### src/rtl/sum_arbiter.sv
// ---------------------------------------------------------------------------
// sum_arbiter
//   Shares one registered adder between two requesters. Grants are issued
//   round-robin through a valid/ready handshake. The winner's operands are
//   registered straight onto the adder ports. A tag pipeline follows each
//   operation through the adder, so the result can be returned as a
//   one-cycle pulse to the requester that issued it.
//
// Parameters
//   WIDTH   operand/result width (must match the adder)
//   LAT     adder latency in clocks, 1..4
//
// Ports
//   clk, aresetn            clock, asynchronous active-low reset
//   en                      grant enable (0 = no new grants, in-flight drain)
//   req0_valid/ready/a/b    requester 0 handshake and operands
//   req1_valid/ready/a/b    requester 1 handshake and operands
//   sum_a, sum_b            registered operands driven to the adder
//   sum_c                   adder result
//   rsp0_valid, rsp1_valid  one-cycle result pulses, one per requester
//   rsp_c                   result data, held between pulses
//   busy                    an operation is in flight or being returned
// ---------------------------------------------------------------------------
module sum_arbiter #(
  parameter int WIDTH = 8,
  parameter int LAT   = 1
) (
  input  logic             clk,
  input  logic             aresetn,
  input  logic             en,
  input  logic             req0_valid,
  output logic             req0_ready,
  input  logic [WIDTH-1:0] req0_a,
  input  logic [WIDTH-1:0] req0_b,
  input  logic             req1_valid,
  output logic             req1_ready,
  input  logic [WIDTH-1:0] req1_a,
  input  logic [WIDTH-1:0] req1_b,
  output logic [WIDTH-1:0] sum_a,
  output logic [WIDTH-1:0] sum_b,
  input  logic [WIDTH-1:0] sum_c,
  output logic             rsp0_valid,
  output logic             rsp1_valid,
  output logic [WIDTH-1:0] rsp_c,
  output logic             busy
);

  // One entry per pipeline stage: is there an operation, and whose is it.
  typedef struct packed {
    logic valid;
    logic id;
  } tag_t;

  logic grant0;
  logic grant1;
  logic transfer;
  logic ptr;               // requester that wins when both are valid
  tag_t tags [LAT+1];      // stage LAT lines up with sum_c being valid
  logic busy_c;

  // Grant. Gated by aresetn so ready stays low while the block is held in
  // reset, even if a requester is already presenting data.
  // NOTE: every signal written in this always_comb gets a default first,
  // so no path can leave it unassigned and infer a latch.
  always_comb begin
    grant0 = 1'b0;
    grant1 = 1'b0;
    if (en && aresetn) begin
      if (req0_valid && (!req1_valid || ptr == 1'b0)) begin
        grant0 = 1'b1;
      end else if (req1_valid) begin
        grant1 = 1'b1;
      end
    end
  end

  assign req0_ready = grant0;
  assign req1_ready = grant1;
  assign transfer   = grant0 | grant1;

  // Pointer, operand registers and the tag pipeline.
  // NOTE: state is updated with non-blocking assignments so every register
  // samples pre-edge values, which is what makes the tag pipeline shift
  // rather than fall straight through in one clock.
  // NOTE: the tag pipeline is reset stage by stage; leaving it unreset
  // would let stale tags fire spurious responses after reset.
  always_ff @(posedge clk or negedge aresetn) begin
    if (!aresetn) begin
      ptr   <= 1'b0;
      sum_a <= '0;
      sum_b <= '0;
      for (int k = 0; k <= LAT; k++) begin
        tags[k] <= '0;
      end
    end else begin
      if (transfer) begin
        // Loser-first: the requester that just won yields priority.
        ptr   <= grant0;
        sum_a <= grant1 ? req1_a : req0_a;
        sum_b <= grant1 ? req1_b : req0_b;
      end
      tags[0] <= '{valid: transfer, id: grant1};
      for (int k = 1; k <= LAT; k++) begin
        tags[k] <= tags[k-1];
      end
    end
  end

  // Response: the final tag stage is valid exactly when sum_c carries the
  // matching result, so capture it and steer the pulse by the tag id.
  always_ff @(posedge clk or negedge aresetn) begin
    if (!aresetn) begin
      rsp0_valid <= 1'b0;
      rsp1_valid <= 1'b0;
      rsp_c      <= '0;
    end else begin
      rsp0_valid <= tags[LAT].valid && !tags[LAT].id;
      rsp1_valid <= tags[LAT].valid &&  tags[LAT].id;
      if (tags[LAT].valid) begin
        rsp_c <= sum_c;
      end
    end
  end

  always_comb begin
    busy_c = rsp0_valid | rsp1_valid;
    for (int k = 0; k <= LAT; k++) begin
      busy_c = busy_c | tags[k].valid;
    end
  end

  assign busy = busy_c;

endmodule

### config.mk
export PLATFORM = sky130hd
export DESIGN_NAME = sum_arbiter
export DESIGN_NICKNAME = d
export VERILOG_FILES = /design/src/rtl/sum_arbiter.sv
export SDC_FILE = /design/constraint.sdc
export NUM_CORES = 1
export LEC_CHECK = 0
export ABC_AREA = 1
export CELL_PAD_IN_SITES_DETAIL_PLACEMENT = 1
export CELL_PAD_IN_SITES_GLOBAL_PLACEMENT = 2
export CORE_MARGIN = 5
export CORE_UTILIZATION = 33
export DETAILED_ROUTE_END_ITERATION = 6
export DONT_BUFFER_PORTS = 1
export GPL_ROUTABILITY_DRIVEN = 0
export GPL_TIMING_DRIVEN = 0
export PLACE_DENSITY = 0.82
export SLEW_MARGIN = 20
export SYNTH_ARGS = -nofsm -noshare
export SYNTH_HDL_FRONTEND = slang
export SYNTH_SLANG_ARGS = --single-unit
### constraint.sdc
create_clock -name clk -period 1.33 [get_ports clk]
set_input_delay 0.0665 -clock clk [delete_from_list [all_inputs] [get_ports clk]]
set_output_delay 0.0665 -clock clk [all_outputs]
set_load 0.03 [all_outputs]
# After elaboration in Yosys (flattened, before gate mapping)
# Index checks and enable logic that the tools add are counted.
# op_classes
addsub	0
multipliers	0
div_mod_pow	0
n_lt_le_gt_ge	0
eq_ne	0
shift	0
n_mux	7
bitwise	5
reduce_logical	7
# op_table
op	n
$mux W8	2
$mux W1	5
$logic_and A1 B1 Y1	4
$or A1 B1 Y1	4
$logic_not A1 Y1	2
$logic_or A1 B1 Y1	1
$not A1 Y1	1
# totals
register_bits	31
latch_bits	0
mem_bits_rw	0
mem_bits_ro	0
in_bits	45
output_inout_bits	29
word_cells	29
mem_count	0

# Depth between registers and ports, before layout
# Gate-level depths: netlist of run 1.
# logic_depth
depth_word	6
depth_mapped	7
depth_no_buf	6

# Least setup slack after synthesis of run 1
# Ideal clock, no wire load.
# synth_timing
path_kind	reg2out
start	register ptr
end	output req0_ready
arrival_ns	1.139
required_ns	1.263
path_slack_ns	0.125
stages_incl_launch_ff	5
n_path_buf	1
path_cell_list	dfrtp_1 nand2_1 nand4_2 clkbuf_1 inv_1
# synth_between
elab_chain_cells	5
# synth_rtl
element	line_no	rtl
from (decl)	57	logic ptr;
from (signal assigned)	98	ptr <= grant0;
$not A1 Y1	69	if (req0_valid && (!req1_valid || ptr == 1'b0)) begin
$logic_or A1 B1 Y1	69	
$logic_and A1 B1 Y1	69	
$mux W1	69	
$mux W1	68	if (en && aresetn) begin
to (decl)	32	output logic req0_ready,
# No other way between the ends.

# Worst setup path after layout of run 1
# layout_timing
start	register ptr
end	output req1_ready
# layout_between
elab_chain_cells	5
# layout_rtl
element	line_no	rtl
$not A1 Y1	69	
$logic_or A1 B1 Y1	69	
$logic_and A1 B1 Y1	69	
$mux W1	69	
$mux W1	68	
to (decl)	36	output logic req1_ready,
# No other way between the ends.

==> reports/results.ini, run 1 <==
[die]
start_util=0.334
die_area_um2=6190
die_h_um=78.7
die_w_um=78.7
row_count=25
io_pins=74
coreArea_um2=4660

[global_route]
antenna_found_initial=0
grt_max_degree=32
grt_pass1_vias=1495
gr-usage-all-layers=0.146
grt-ovfl-total=0
grt_pass1_wl_mm=7.06

[layout]
area_growth_pct=28.4
fin_util=0.428
final_cell_mix=nand2_1, nand3_1, inv_1
final_common_cell=nand2_1
layout-drive-gt1-share=0.203
nets=262
fillCellCount=563
diodes=0

[clock_tree]
clock_path_buffers=2
clockRootBuffer=clkbuf_8
clkLatencyLatePin_ps=270
cts_tree=yes
path_clk_slew_ps=70
cts_buffers=5
htree_levels=2
cts.sinks=31

[logic_synthesis]
synth_nets=238
synth_cells=193
netlist_area_um2=1560
synth.avg_cell_area_um2=8.06
yosys_register_bits=31
yosysWarnings=0
synth.distinct_cells=16
seq_area_frac_synth=0.499

[drt]
wirelength_mm=4.35
drt_iter0_drc=28
via_per_inst=4.85
ant_nets=0
routedWlPerCell_um=16.1
wl_met2_mm=2.16
via_count=1314
wl_met1_mm=1.83
routed.top_layer=met4
drc_errors=0
firstDrtPassIters=4
wl_met3_um=330

[worst_setup_path]
worstPathRequired_ps=1260
end_kind=primary output
r2r_slack_ps=90
cp_max_fo=4
cp_data_arrival_time_ps=1220
path_class=reg2out
startpoint_type=flop

[power]
power_density_nw_per_um2=1400
power_switching_mw=1.06
finalPower_mw=2.79
seq_power_share=0.573
peakVddDrop_mv=0.436
netSwitchingFraction=0.381
power.internal_mw=1.72
comb_power_share=0.163
power_frac_clock=0.264
p_leak_nw=1.10

[sta]
holdWs_ps=10.2
tightest_slew_ps=335
slew_violations=0
grt_setup_unrepaired=true
finalSetupViolCount=0
clock.fmax_mhz=780
relSlewSlack=0.777
min_period_ps=1280
finalClockSkew_ps=7.49
finalHoldViolations=0
post-route-period-util=0.964

[status]
status=finished clean

[place]
hpwl_mm=2.97
io_buffers=0

[flow_run]
drv_cap=0

[hold_path]
hold_path.class=in2reg

==> worst max-delay path: stages (launching register included) <==
cell	delay (ps)
dfrtp_1	390
nand2_2	120
nand2_4	90
nand2_8	80
buf_8	110
clkinvlp_4	160
==> sequential cells by signal, summed over array words and instances (netlist names) <==
register and count:
sum_a 8, tags 4, rsp_c 8, sum_b 8, ptr 1, rsp0_valid 1, rsp1_valid 1
==> path summary, 6_finish.rpt <==
kind                                    from              endpoint  cells past startpoint
min reg2reg                tags[2]$_DFF_PN0_     tags[0]$_DFF_PN0_                      0
max reg2reg                  ptr$_DFFE_PN0P_  sum_a[0]$_DFFE_PN0P_                      7
max in group asynchronous            aresetn  rsp_c[2]$_DFFE_PN0P_                      2
min                                req0_a[0]  sum_a[0]$_DFFE_PN0P_                      4
max                          ptr$_DFFE_PN0P_            req1_ready                      5
min in group asynchronous            aresetn  sum_a[0]$_DFFE_PN0P_                      2
==> per-layer routing <==
| layer | GRT usage | vias up |
|---|---|---|
| met5 | 0 | - |
| met4 | 0.0472 | 0 |
| li1 | - | 638 |
| met2 | 0.244 | 47 |
| met3 | 0.0528 | 6 |
| met1 | 0.174 | 623 |
==> power by group through the flow <==
stage / logic, mW / registers (mW) / clock network, mW
2_1_floorplan: 0.290 / 1.57 / 0
3_3_place_gp: 0.342 / 1.61 / 0
3_5_place_dp: 0.352 / 1.61 / 0
4_1_cts: 0.432 / 1.60 / 0.763
5_1_grt: 0.523 / 1.62 / 0.813
6_report: 0.456 / 1.60 / 0.735
==> through the flow <==
| stage | setup TNS [ps] | area (um^2) | setup WS (ps) | instances |
|---|---|---|---|---|
| detailed placement | -813 | 1620 | -116 | 247 |
| CTS | -82.6 | 1900 | -82.6 | 267 |
| finish | 0 | 2000 | 47.3 | 271 |
| global placement | -748 | 1620 | -119 | 247 |
| floorplan | 0 | 1560 | 125 | 193 |
| global route | -74.5 | 2000 | -30.5 | 271 |
==> Yosys cell counts <==
| master | number | area share |
|---|---|---|
| nand2_1 | 60 | 0.14 |
| nand3_1 | 39 | 0.13 |
| inv_1 | 36 | 0.087 |
| dfrtp_1 | 31 | 0.50 |
| nand3_2 | 9 | 0.058 |
| buf_2 | 6 | 0.019 |
| nand2_2 | 2 | 0.0080 |
| nand2_4 | 2 | 0.014 |
| buf_8 | 1 | 0.0097 |
| clkbuf_1 | 1 | 0.0024 |
| clkinv_1 | 1 | 0.0024 |
| nand4_2 | 1 | 0.0080 |
| nor2_1 | 1 | 0.0024 |
| nor2_8 | 1 | 0.013 |
| nor3_1 | 1 | 0.0032 |
| o21ai_0 | 1 | 0.0032 |
==> logic make-up (layout without fill, tap and decap cells) <==
| family | count (synthesis) | count (layout) | share of synthesized area |
|---|---|---|---|
| buffers and inverters | 45 | 69 | 0.121 |
| DFF | 31 | 31 | 0.499 |
| AOI/OAI and AO/OA | 1 | 1 | 0.00321 |
| and+or+nand+nor | 116 | 116 | 0.377 |
==> timing repair <==
| item | CTS | global route |
|---|---|---|
| setup endpoints to repair | 17 | 11 |
| cloned | 0 | 1 |
| buffers inserted | 3 | 3 |
| resized for setup | 15 | 7 |
| hold buffers | 10 | 0 |
| hold endpoints to repair | 39 | 0 |
| pin swaps | 4 | 2 |
==> final cells by class <==
cell class / count / area, um^2 / share of cell area
Tap cell: 54 / 67.6 / 0.0338
Multi-Input combinational cell: 117 / 633 / 0.317
Sequential cell: 31 / 776 / 0.388
Timing Repair Buffer: 17 / 205 / 0.103
Inverter: 37 / 150 / 0.0752
Buffer: 8 / 77.6 / 0.0388
Clock inverter: 1 / 5.00 / 0.00251
Clock buffer: 6 / 82.6 / 0.0414
No activity file was read; power rests on OpenSTA's default activity.
==> run 2: changes to the inputs <==
--- a/config.mk
+++ b/config.mk
@@ -7,9 +7,9 @@
 export LEC_CHECK = 0
 export ABC_AREA = 1
 export CELL_PAD_IN_SITES_DETAIL_PLACEMENT = 1
-export CELL_PAD_IN_SITES_GLOBAL_PLACEMENT = 2
+export CELL_PAD_IN_SITES_GLOBAL_PLACEMENT = 1
 export CORE_MARGIN = 5
-export CORE_UTILIZATION = 33
+export CORE_UTILIZATION = 43
 export DETAILED_ROUTE_END_ITERATION = 6
 export DONT_BUFFER_PORTS = 1
 export GPL_ROUTABILITY_DRIVEN = 0
==> run 2 against run 1 <==
  * The run now ends with negative setup slack left
  * Critical path depth unchanged
  * First-iteration DRC count increased to 2.8 times the previous value
  * Routed wire length is 40% higher
  * Largest power group unchanged
  * Utilization is 22 points higher
==> reports/results.ini, run 2 (synthesis results as in run 1) <==
[drt]
via_count=1588  ; +21%
routedWlPerCell_um=20.8  ; +29%
drc_errors=0  ; unchanged
via_per_inst=5.44  ; +12%
wirelength_mm=6.07  ; +40%
firstDrtPassIters=4  ; unchanged
drt_iter0_drc=77  ; +180%
ant_nets=0  ; unchanged

[sta]
clock.fmax_mhz=745  ; -4.5%
grt_setup_unrepaired=true
fin_setup_tns_ps=-13.1  ; -13.1 ps
min_period_ps=1340  ; +60.4 ps
tightest_slew_ps=367  ; +32.3 ps
holdWs_ps=24.5  ; +14.3 ps
setup_slack_ps=-13.1  ; -60.4 ps
finalHoldViolations=0  ; unchanged
relSlewSlack=0.755  ; -0.0216
finalClockSkew_ps=9.98  ; +2.49 ps
finalSetupViolCount=1  ; +1
post-route-period-util=1.01  ; +0.0454
slew_violations=0  ; unchanged

[power]
power_frac_clock=0.195  ; -0.069
power_switching_mw=1.13  ; +6.3%
p_leak_nw=1.19  ; +7.9%
comb_power_share=0.206  ; +0.043
power.internal_mw=1.56  ; -9.3%
seq_power_share=0.599  ; +0.026
power_density_nw_per_um2=1220  ; -12%
netSwitchingFraction=0.420  ; +0.0382
peakVddDrop_mv=0.687  ; +58%

[layout]
diodes=0  ; unchanged
area_growth_pct=41.6
final_cell_mix=nand2_1, nand3_1, dlygate4sd3_1
fillCellCount=403  ; -28%
nets=290  ; +11%
largestRegisters=rsp_c (8), sum_a (8), sum_b (8)
final_common_cell=nand2_1
layout-drive-gt1-share=0.179  ; -0.0239

[clock_tree]
clock_path_buffers=2  ; unchanged
htree_levels=2  ; unchanged
cts_buffers=5  ; unchanged
cts_tree=yes
clkLatencyLatePin_ps=330  ; +60 ps
path_clk_slew_ps=100  ; +30 ps
cts.sinks=31  ; unchanged
clockRootBuffer=clkbuf_4

[global_route]
grt_pass1_vias=1862  ; +25%
gr-usage-all-layers=0.259  ; +0.113
grt_max_degree=32  ; unchanged
grt-ovfl-total=0  ; unchanged
grt_pass1_wl_mm=9.83  ; +39%
antenna_found_initial=0  ; unchanged

[worst_setup_path]
max_stage_delay_ps=400  ; about the same
critPathSlowestCell=dfrtp_1
startpoint_type=flop
cp_cell_sequence=nand2_2 -> nand2_4 -> nand2_4 -> buf_8 -> clkinvlp_4
cp_data_arrival_time_ps=1280  ; +60 ps
end_kind=primary output
worstPathRequired_ps=1260  ; about the same
cp_max_fo=4  ; unchanged
path_class=reg2out
critPathMostFrequentCell=nand2_4

[status]
status=finished with violations
violations=negative setup slack

[die]
die_w_um=70.1  ; -11%
die_area_um2=4920  ; -20%
start_util=0.455  ; +0.122
row_count=21  ; -16%
io_pins=74  ; unchanged
die_h_um=70.1  ; -11%
coreArea_um2=3420  ; -27%

[place]
hpwl_mm=3.23  ; +8.9%
io_buffers=0  ; unchanged
post-place-ws_ps=-93.8  ; +22.1 ps

[flow_run]
drv_cap=0  ; unchanged

[hold_path]
hold_path.class=in2reg

==> run 2: cell types whose count changed in the layout (fill, tap and decap cells not counted), moves of 3 or more <==
cell,delta
clkbuf_8,-6
dlygate4sd3_1,+29
clkbuf_4,+5
buf_4,+3
==> run 2: per-stage QoR <==
step	cells	instance area [um^2]	utilization	total power, mW
2_1_floorplan	193	1560	-	1.86
3_3_place_gp	239	1610	0.472	1.94
3_5_place_dp	239	1610	0.472	1.99
4_1_cts	291	2160	0.633	2.66
5_1_grt	292	2200	0.645	2.83
6_report	292	2200	0.645	2.69
==> run 2: final timing paths <==
| check | from | endpoint | slack, ps | cells past startpoint |
|---|---|---|---|---|
| worst max-delay path | ptr$_DFFE_PN0P_ | req1_ready | -10 | 5 |
| worst min-delay path | req1_a[3] | sum_a[3]$_DFFE_PN0P_ | 20 | 4 |
| worst max register to register | ptr$_DFFE_PN0P_ | sum_a[1]$_DFFE_PN0P_ | 50 | 7 |
| worst min register to register | tags[2]$_DFF_PN0_ | tags[0]$_DFF_PN0_ | 370 | 0 |
| max in group asynchronous | aresetn | rsp1_valid$_DFF_PN0_ | 940 | 2 |
| min in group asynchronous | aresetn | sum_b[5]$_DFFE_PN0P_ | 200 | 2 |
==> run 2: area by class of cell <==
class	count	area (um^2)	share of cell area
Sequential cell	31	778	0.353
Multi-Input combinational cell	117	629	0.286
Timing Repair Buffer	47	464	0.211
Inverter	37	155	0.0705
Buffer	6	67.6	0.0307
Tap cell	46	57.6	0.0261
Clock buffer	7	45.0	0.0205
Clock inverter	1	5.00	0.00227
==> run 2: critical path: cells and delay by family (launching register included) <==
| kind | cells | cell delay [ps] |
|---|---|---|
| DFF | 1 | 400 |
| buffers and inverters | 2 | 280 |
| and+or+nand+nor | 3 | 270 |
==> run 2: power groups by stage <==
stage / Combinational (mW) / Sequential, mW / Clock (mW)
2_1_floorplan: 0.290 / 1.57 / 0
3_3_place_gp: 0.329 / 1.61 / 0
3_5_place_dp: 0.362 / 1.62 / 0
4_1_cts: 0.511 / 1.61 / 0.541
5_1_grt: 0.619 / 1.63 / 0.578
6_report: 0.555 / 1.61 / 0.525
==> run 2: metal layers <==
| metal | part of all wire | vias up | track usage |
|---|---|---|---|
| met5 | 0 | - | 0 |
| met4 | 0.056 | 0 | 0.145 |
| met3 | 0.099 | 37 | 0.119 |
| met2 | 0.50 | 98 | 0.438 |
| met1 | 0.34 | 756 | 0.263 |
| li1 | - | 697 | - |
==> run 2: what timing repair did <==
action,in CTS,in global routing
resized for setup,18,8
endpoints found under the setup margin,17,19
hold buffers,39,0
endpoints found under the hold margin,55,0
pin swaps,4,1
buffers inserted,5,3
gates cloned,0,0
